### config.mk
export PLATFORM = sky130hd
export DESIGN_NAME = ifetch_queue
export DESIGN_NICKNAME = d
export VERILOG_FILES = /design/src/rtl/fetch_pkg.sv /design/src/rtl/fetch_queue.sv /design/src/rtl/ifetch_queue.sv
export SDC_FILE = /design/constraint.sdc
export NUM_CORES = 1
export LEC_CHECK = 0
export BUFFER_PORTS_ARGS = -buffer_cell sky130_fd_sc_hd__clkbuf_2
export CAP_MARGIN = 20
export CORE_MARGIN = 2
export CORE_UTILIZATION = 54
export CTS_BUF_LIST = sky130_fd_sc_hd__clkbuf_4
export CTS_CLUSTER_DIAMETER = 60
export DETAILED_ROUTE_END_ITERATION = 10
export PLACE_DENSITY_LB_ADDON = 0.08
export SETUP_SLACK_MARGIN = 0.4
export SLEW_MARGIN = 20
export SYNTH_ARGS = -nofsm -noshare
export SYNTH_HDL_FRONTEND = slang
export SYNTH_SLANG_ARGS = --single-unit
### constraint.sdc
create_clock -name clock -period 3.6 [get_ports clock]
set_clock_uncertainty 0.05 [all_clocks]
set_input_delay 0.54 -clock clock [delete_from_list [all_inputs] [get_ports clock]]
set_output_delay 0.54 -clock clock [all_outputs]
set_load 0.03 [all_outputs]
### src/rtl/fetch_pkg.sv
// Shared fetch-path definitions.
//   INSTR_W / PC_STEP : instruction word width and sequential PC increment.
//   OP_J / OP_JAL     : opcodes for later predecode of direct jumps.
//   fetch_entry_t     : one queued fetch result {pc, instr}. The pc field is
//                       PC_W wide; narrower address widths sit in the low bits.
package fetch_pkg;

  localparam int INSTR_W = 32;
  localparam int PC_STEP = 4;
  localparam int PC_W    = 32;

  localparam logic [5:0] OP_J   = 6'b000010;
  localparam logic [5:0] OP_JAL = 6'b000011;

  typedef struct packed {
    logic [PC_W-1:0]    pc;
    logic [INSTR_W-1:0] instr;
  } fetch_entry_t;

endpackage

### src/rtl/fetch_queue.sv
// Synchronous FIFO of fetch_entry_t, DEPTH entries (power of two).
//   clock, reset : clock and asynchronous active-low reset (control only).
//   flush        : empties the queue; overrides push and pop.
//   push/entry   : write one entry at the tail.
//   pop          : drop the head entry.
//   head         : current head entry (valid when count != 0).
//   count        : number of stored entries, 0..DEPTH.
module fetch_queue
  import fetch_pkg::*;
#(
  parameter int DEPTH = 4
) (
  input  logic                       clock,
  input  logic                       reset,
  input  logic                       flush,
  input  logic                       push,
  input  fetch_entry_t               entry,
  input  logic                       pop,
  output fetch_entry_t               head,
  output logic [$clog2(DEPTH+1)-1:0] count
);

  localparam int PW = $clog2(DEPTH);
  localparam int CW = $clog2(DEPTH+1);

  fetch_entry_t  mem [DEPTH];
  logic [PW-1:0] wr_ptr;
  logic [PW-1:0] rd_ptr;

  always_ff @(posedge clock or negedge reset) begin
    if (!reset) begin
      wr_ptr <= '0;
      rd_ptr <= '0;
      count  <= '0;
    end else if (flush) begin
      wr_ptr <= '0;
      rd_ptr <= '0;
      count  <= '0;
    end else begin
      if (push) wr_ptr <= wr_ptr + PW'(1);
      if (pop)  rd_ptr <= rd_ptr + PW'(1);
      case ({push, pop})
        2'b10:   count <= count + CW'(1);
        2'b01:   count <= count - CW'(1);
        default: count <= count;
      endcase
    end
  end

  // Storage carries no reset; occupancy is tracked entirely by count.
  // A push into a full queue together with a pop overwrites the slot being
  // popped, which is safe because the head is read from registered state.
  always_ff @(posedge clock) begin
    if (push && !flush) mem[wr_ptr] <= entry;
  end

  assign head = mem[rd_ptr];

endmodule

### src/rtl/ifetch_queue.sv
// Decoupled instruction-fetch front end.
//   clock, reset          : clock, asynchronous active-low reset.
//   imem_req_*            : word fetch requests (valid/ready), word-aligned.
//   imem_rsp_*            : in-order responses, always accepted.
//   redirect_valid/_pc    : restart fetch at redirect_pc (low bits cleared),
//                           flushing the queue and discarding stale responses.
//   out_valid/ready       : head-of-queue handshake to decode.
//   out_instr/pc/pc_plus4 : head instruction, its PC, and PC + 4.
module ifetch_queue
  import fetch_pkg::*;
#(
  parameter int                ADDR_W   = 32,
  parameter logic [ADDR_W-1:0] RESET_PC = '0,
  parameter int                DEPTH    = 4,
  parameter int                MAX_OUT  = 2
) (
  input  logic              clock,
  input  logic              reset,
  output logic              imem_req_valid,
  input  logic              imem_req_ready,
  output logic [ADDR_W-1:0] imem_req_addr,
  input  logic              imem_rsp_valid,
  input  logic [31:0]       imem_rsp_data,
  input  logic              redirect_valid,
  input  logic [ADDR_W-1:0] redirect_pc,
  output logic              out_valid,
  input  logic              out_ready,
  output logic [31:0]       out_instr,
  output logic [ADDR_W-1:0] out_pc,
  output logic [ADDR_W-1:0] out_pc_plus4
);

  localparam int IW = $clog2(MAX_OUT+1);
  localparam int CW = $clog2(DEPTH+1);

  localparam logic [ADDR_W-1:0] STEP       = ADDR_W'(PC_STEP);
  localparam logic [ADDR_W-1:0] ALIGN_MASK = ~ADDR_W'(3);
  localparam logic [ADDR_W-1:0] RESET_PC_A = RESET_PC & ALIGN_MASK;
  localparam logic [IW-1:0]     MAX_OUT_C  = IW'(MAX_OUT);
  localparam logic [CW:0]       DEPTH_C    = (CW+1)'(DEPTH);

  logic [ADDR_W-1:0] fetch_pc;
  logic [ADDR_W-1:0] rsp_pc;
  logic [IW-1:0]     inflight;
  logic [IW-1:0]     inflight_nxt;
  logic [IW-1:0]     drop_cnt;
  logic [IW-1:0]     drop_nxt;
  logic [CW-1:0]     count;
  logic [CW:0]       occupancy;
  logic [ADDR_W-1:0] redirect_pc_a;
  logic              req_fire;
  logic              rsp_dec;
  logic              push;
  logic              pop;
  logic              q_nonempty;
  fetch_entry_t      head;
  fetch_entry_t      push_entry;

  assign redirect_pc_a = redirect_pc & ALIGN_MASK;

  // Credit rule: entries held plus responses owed never exceed DEPTH, so a
  // response always finds a free slot. Gated by reset so nothing is offered
  // while the block is held in reset.
  assign occupancy      = {1'b0, count} + (CW+1)'(inflight);
  assign imem_req_valid = reset && !redirect_valid &&
                          (inflight < MAX_OUT_C) && (occupancy < DEPTH_C);
  assign imem_req_addr  = fetch_pc;
  assign req_fire       = imem_req_valid && imem_req_ready;

  // A response arriving with nothing outstanding (one requested before a
  // reset) must not wrap the counter.
  assign rsp_dec = imem_rsp_valid && (inflight != '0);
  assign push    = imem_rsp_valid && (drop_cnt == '0) && !redirect_valid;

  assign q_nonempty = (count != '0);
  assign out_valid  = q_nonempty && !redirect_valid;
  assign pop        = out_valid && out_ready;

  assign push_entry = '{pc: PC_W'(rsp_pc), instr: imem_rsp_data};

  always_comb begin
    inflight_nxt = inflight + IW'(req_fire) - IW'(rsp_dec);
    drop_nxt     = drop_cnt;
    if (redirect_valid)
      // Everything still owed is stale; one arriving now is dropped in place.
      drop_nxt = inflight - IW'(rsp_dec);
    else if (imem_rsp_valid && (drop_cnt != '0))
      drop_nxt = drop_cnt - IW'(1);
  end

  always_ff @(posedge clock or negedge reset) begin
    if (!reset) begin
      fetch_pc <= RESET_PC_A;
      rsp_pc   <= RESET_PC_A;
      inflight <= '0;
      drop_cnt <= '0;
    end else begin
      inflight <= inflight_nxt;
      drop_cnt <= drop_nxt;
      if (redirect_valid) begin
        fetch_pc <= redirect_pc_a;
        rsp_pc   <= redirect_pc_a;
      end else begin
        if (req_fire) fetch_pc <= fetch_pc + STEP;
        if (push)     rsp_pc   <= rsp_pc + STEP;
      end
    end
  end

  fetch_queue #(
    .DEPTH (DEPTH)
  ) u_queue (
    .clock (clock),
    .reset (reset),
    .flush (redirect_valid),
    .push  (push),
    .entry (push_entry),
    .pop   (pop),
    .head  (head),
    .count (count)
  );

  // With the queue empty the PC outputs show where the next entry will land.
  assign out_instr    = q_nonempty ? head.instr : '0;
  assign out_pc       = q_nonempty ? head.pc[ADDR_W-1:0] : rsp_pc;
  assign out_pc_plus4 = out_pc + STEP;

endmodule

# Word level (Yosys, flattened, before mapping)
# Memories as Yosys holds them, arrays and structs flattened.
# Index checks and enable logic that the tools add are counted.
# totals
latchBits	0
mem_bits_rw	256
ff_bits	75
n_memories	1
romBits	0
elab_cells	61
output_inout_bits	130
inputBits	70
# op_classes
shifts	0
eq_ne	2
n_reduce_logical	21
bitwise	0
multipliers	0
n_div	0
mux	16
order_cmp	2
add_sub_neg	12
# memory_table
memory	words	word_bits	read_ports	rd_clocked_by_memory_dff	write_ports	line	text
u_queue.mem	4	64	1	0	1	fetch_queue.sv:26	fetch_entry_t mem [DEPTH];
# op_table
cell	n
$mux 32	6
$add 32x3->32 const B	3
$mux 2	6
$reduce_bool 2->1	6
$logic_and 1x1->1	11
$pmux 3 s2	1
$reduce_bool 3->1	2
$add 2x1->2 const B	2
$add 3x2->4	1
$lt 4x3->1 const B	1
$sub 2x1->2	2
$add 3x1->3 const B	1
$mux 3	1
$sub 3x1->3 const B	1
$add 2x1->2	1
$eq 2x1->1 const B	1
$eq 2x2->1 const B	1
$logic_not 2->1	1
$lt 2x2->1 const B	1
$mux 1	2
$sub 2x1->2 const B	1
$logic_not 1->1	1

# Logic depth before layout (Yosys ltp)
# logic_depth
ltp_word	7
mapped_depth	15

# Modules after synthesis
# A second synthesis with hierarchy kept.
# unflattened
hier_cells	1039
hier_area_um2	14961.8
# modules_own_cells
mod	area_per_inst_um2	instances	cells_per_inst
fetch_queue	9656.8	1	375
ifetch_queue	5305.1	1	664

# Worst setup path after synthesis
# No wires, ideal clock.
# synth_timing
path_kind	reg-to-output
from	register u_queue.count[2]
to	output out_pc_plus4[24]
path_stages_with_launch	16
slack_ns	-0.997
path_buffers	5
t_required_ns	3.010
t_arrival_ns	4.007
cell_sequence	dfrtp_1 -> buf_2 -> or3_1 -> buf_4 -> buf_2 -> buf_1 -> clkbuf_1 -> mux2i_1 -> inv_1 -> ha_1 -> o31a_1 -> o2bb2a_4 -> a211oi_4 -> nand3_2 -> a2111oi_2 -> xor2_1
# synth_between
elab_chain_cells	3
# synth_rtl
element	line	text
from (decl)	fetch_queue.sv:20	output logic [$clog2(DEPTH+1)-1:0] count
from (signal assigned)	fetch_queue.sv:43	2'b10: count <= count + CW'(1);
from (signal assigned)	fetch_queue.sv:44	2'b01: count <= count - CW'(1);
from (signal assigned)	fetch_queue.sv:45	default: count <= count;
$reduce_bool 3->1	ifetch_queue.sv:75	assign q_nonempty = (count != '0);
$mux 32	ifetch_queue.sv:125	assign out_pc = q_nonempty ? head.pc[ADDR_W-1:0] : rsp_pc;
named net out_pc[2]	ifetch_queue.sv:29	output logic [ADDR_W-1:0] out_pc,
$add 32x3->32	ifetch_queue.sv:126	assign out_pc_plus4 = out_pc + STEP;
to (decl)	ifetch_queue.sv:30	output logic [ADDR_W-1:0] out_pc_plus4
# The timed path passes the listed nets, and every way through them passes these cells.

# Worst setup path in the final report
# layout_timing
from	register u_queue.rd_ptr[0]
to	output out_pc_plus4[27]
# layout_between
elab_chain_cells	3
# layout_rtl
element	line	text
from (decl)	fetch_queue.sv:28	logic [PW-1:0] rd_ptr;
from (signal assigned)	fetch_queue.sv:41	if (pop) rd_ptr <= rd_ptr + PW'(1);
$mem_v2 4x64	--	
$mux 32	ifetch_queue.sv:125	
$add 32x3->32	ifetch_queue.sv:126	
# Every way passes these cells.

==> results_dict.tcl <==
set metrics [dict create \
    status "finished with violations" \
    violations "negative setup slack" \
    drive_above_1_share_pct 43.3 \
    timing.rr.start "u_queue.count[0]" \
    synth_area_um2 14500 \
    dr.pass1.iters 7 \
    cts_root_buf "clkbuf_4" \
    worstPathArrival_ns 3.57 \
    final_area_um2 19200 \
    grt_overflow 0 \
    routedWlPerCell_um 20.3 \
    avgViaCountPerCell 5.76 \
    ir_drop_mv 0.453 \
    die_h_um 168 \
    r2r_end "u_queue.count[2]" \
    hpwlAfterDp_um 22300 \
    cts_sinks 319 \
    die_w_um 168 \
    crit_chain "buf_6 > buf_12 > buf_12 > mux4_2 > nand4_1 > a222oi_1 > nand4_1 > buf_6 > nor2_4 > xor2_1 > buf_4" \
    min_period_ns 4.16 \
    cp_num_buf_inv 5 \
    start_util_pct 54.5 \
    syn_avg_cell_area_um2 14.4 \
    final_nets 1450 \
    holdPathStages 1 \
    r2r_cells 10 \
    htreeDepth 3 \
    clkTransAtPathRegs_ns 0.07 \
    synthArstFlopShare_pct 22.3 \
    place_area_um2 16400 \
    grt_pass1_vias 10300 \
    io_buffers 191 \
    crit_start "u_queue.rd_ptr[0]" \
    synthXorXnorAreaFrac_pct 4.22 \
    hold_start "imem_rsp_data[11]" \
    fin_ws_ns -0.556 \
    hold_end "u_queue.mem[2][11]" \
    worst-setup-path-type "reg2out" \
    cp_top_family "buffers and inverters" \
    synth_warnings 0 \
    antenna_left 0 \
    synthAdderAreaFrac_pct 1.17 \
    finalSetupViolCount 25 \
    gp_congestion 0.865 \
    totalWireLength_um 35800 \
    num_io_pins 200 \
    slowest_stage "dfrtp_4" \
    design.core.area_um2 26700 \
    vias 10200 \
    cts_tree "built" \
    ys_ff_latch 319 \
    synthCells 1010 \
    max_freq_ghz 0.241 \
    antenna_found_initial 1 \
    drc 0 \
    drt_iter0_markers 916 \
    grt_pass1_wl_um 53700 \
    cts_buffers 83 \
    final_core_util_pct 71.9 \
    track_usage_pct 24.4 \
    power_density_nw_per_um2 816 \
    end_kind "output port" \
    synthFlopType "edfxtp_1" \
    min_path_type "in2reg" \
    insertion_delay_ns 0.69 \
    grt_start_max_net_pins 63 \
    min_period_over_period_pct 115 \
    hold_violations 0 \
    max_stage_delay_ns 0.51 \
    synth-seq-area-share_pct 63.5 \
    reg2reg_slack_ns 0.83 \
    syn2layout_area_growth_pct 32.0 \
    cap_viol_max_count 0 \
    relSlewSlack_pct 45.2 \
    rsz0062_at_grt "true" \
    synth_top_family_by_area "multiplexers" \
    row_count 60 \
    synth_simple_gate_area_share_pct 11.5 \
    cts_buffer_depth 3 \
    start_kind "flip-flop" \
    slew_viol_final 0 \
    cp.required_ns 3.01 \
    tightestPinTransition_ns 0.822 \
    synth_compound_area_share_pct 5.21 \
    crit_fanout 6 \
    setup_tns_ns -8.02 \
    dieArea_um2 28200 \
    synth_cell_types 64 \
    synth_edf_count 248 \
    p_leak_nw 7.30 \
    synthMuxAreaShare_pct 11.6 \
]
==> through the flow <==
| step | power, mW | std cells | setup slack [ns] | hold WS [ns] |
|---|---|---|---|---|
| finish | 15.6 | 1765 | -0.556 | 0.0471 |
| global placement | 10.6 | 1550 | -0.00560 | 0.482 |
| floorplan | 8.96 | 1015 | -0.422 | 0.194 |
| detailed placement | 10.6 | 1550 | -0.0867 | 0.483 |
| CTS | 14.2 | 1730 | -0.543 | 0.000866 |
| global route | 16.4 | 1765 | -0.735 | 0.0206 |
==> routing by layer <==
layer	part of all wire (%)	vias to the layer above	track usage [%]
met2	49	445	39.8
met3	7.1	86	4.98
met4	3.1	0	10.5
li1	-	4594	-
met1	41	5045	32.3
met5	0	-	0
==> cell usage after synthesis, drive strengths merged, types with 18 or more instances <==
cell type / count / share of area, %
nand4: 22 / 1.1
nor3: 18 / 0.72
xnor2: 50 / 3.0
inv: 24 / 0.62
and2: 39 / 1.7
clkbuf: 32 / 0.85
edfxtp: 248 / 51
o21ai: 53 / 1.8
nand2: 129 / 3.3
xor2: 20 / 1.2
mux4: 62 / 10
dfrtp: 71 / 12
nor2: 28 / 0.72
nand3: 48 / 1.7
buf: 26 / 1.2
==> placed cells by master, fill, tap and decap left out, types with 9 or more instances in the layout <==
cell / Yosys / routed
buf_6: 3 / 76
clkbuf_2: 0 / 110
xor2_1: 20 / 15
inv_1: 24 / 15
nand4_1: 20 / 20
ha_1: 12 / 11
a21oi_1: 15 / 12
mux2i_4: 0 / 9
dlygate4sd3_1: 0 / 28
clkinv_1: 0 / 13
nand2_1: 129 / 109
nand2_2: 0 / 12
edfxtp_1: 248 / 248
and2_4: 0 / 23
buf_4: 9 / 74
dfrtp_1: 71 / 69
mux4_2: 46 / 62
nand3_1: 47 / 45
o311ai_0: 14 / 14
mux2_2: 10 / 10
xnor2_1: 50 / 35
and2_1: 38 / 15
and3_1: 14 / 10
buf_12: 1 / 12
nor3_1: 15 / 13
xnor2_2: 0 / 10
nor2_1: 28 / 24
clkbuf_4: 1 / 121
o21ai_0: 53 / 52
==> where the power goes <==
| group | internal [mW] | switching (mW) |
|---|---|---|
| Combinational | 3.63 | 4.59 |
| Sequential | 4.23 | 0.227 |
| Clock | 1.54 | 1.42 |
| Total | 9.40 | 6.24 |
==> final cells by class <==
class	count	area (um2)
multi-input combinational	614	5490
inverter	24	100
tap	341	427
sequential	319	9230
timing repair buffer	325	2900
clock buffer	121	908
fill	1769	7490
clock inverter	20	103
antenna	1	2.50
==> how the worst max path moves through the flow <==
stage | endpoint | slack, ns | cells past startpoint
5_1_grt | out_pc_plus4[27] | -0.74 | 11
6_report | out_pc_plus4[27] | -0.56 | 11
3_5_place_dp | out_pc_plus4[22] | -0.09 | 12
4_1_cts | out_pc_plus4[22] | -0.54 | 13
3_3_place_gp | out_pc_plus4[26] | -0.006 | 13
2_1_floorplan | out_pc_plus4[22] | -0.42 | 14
==> kinds of logic after synthesis <==
kind of cell,count (synthesis)
other cells,1
fa+ha+maj,13
buf+inv,82
flops,319
xor+xnor,70
mux,84
simple gates,327
compound gates,114
==> repair_timing <==
| item | in CTS | in global routing |
|---|---|---|
| hold endpoints to repair | 104 | 0 |
| cloned | 0 | 6 |
| pin swaps | 13 | 28 |
| buffers inserted | 11 | 28 |
| endpoints found under the setup margin | 81 | 82 |
| hold buffers | 28 | 0 |
| gates resized for setup | 83 | 356 |
==> registers in the layout, indices dropped and copies added, names as in the netlist <==
register and cells:
u_queue.mem 248, imem_req_addr 30, rsp_pc 30, u_queue.count 3, drop_cnt 2, inflight 2
u_queue.rd_ptr 2, u_queue.wr_ptr 2
No activity file was read; power rests on OpenSTA's default activity.
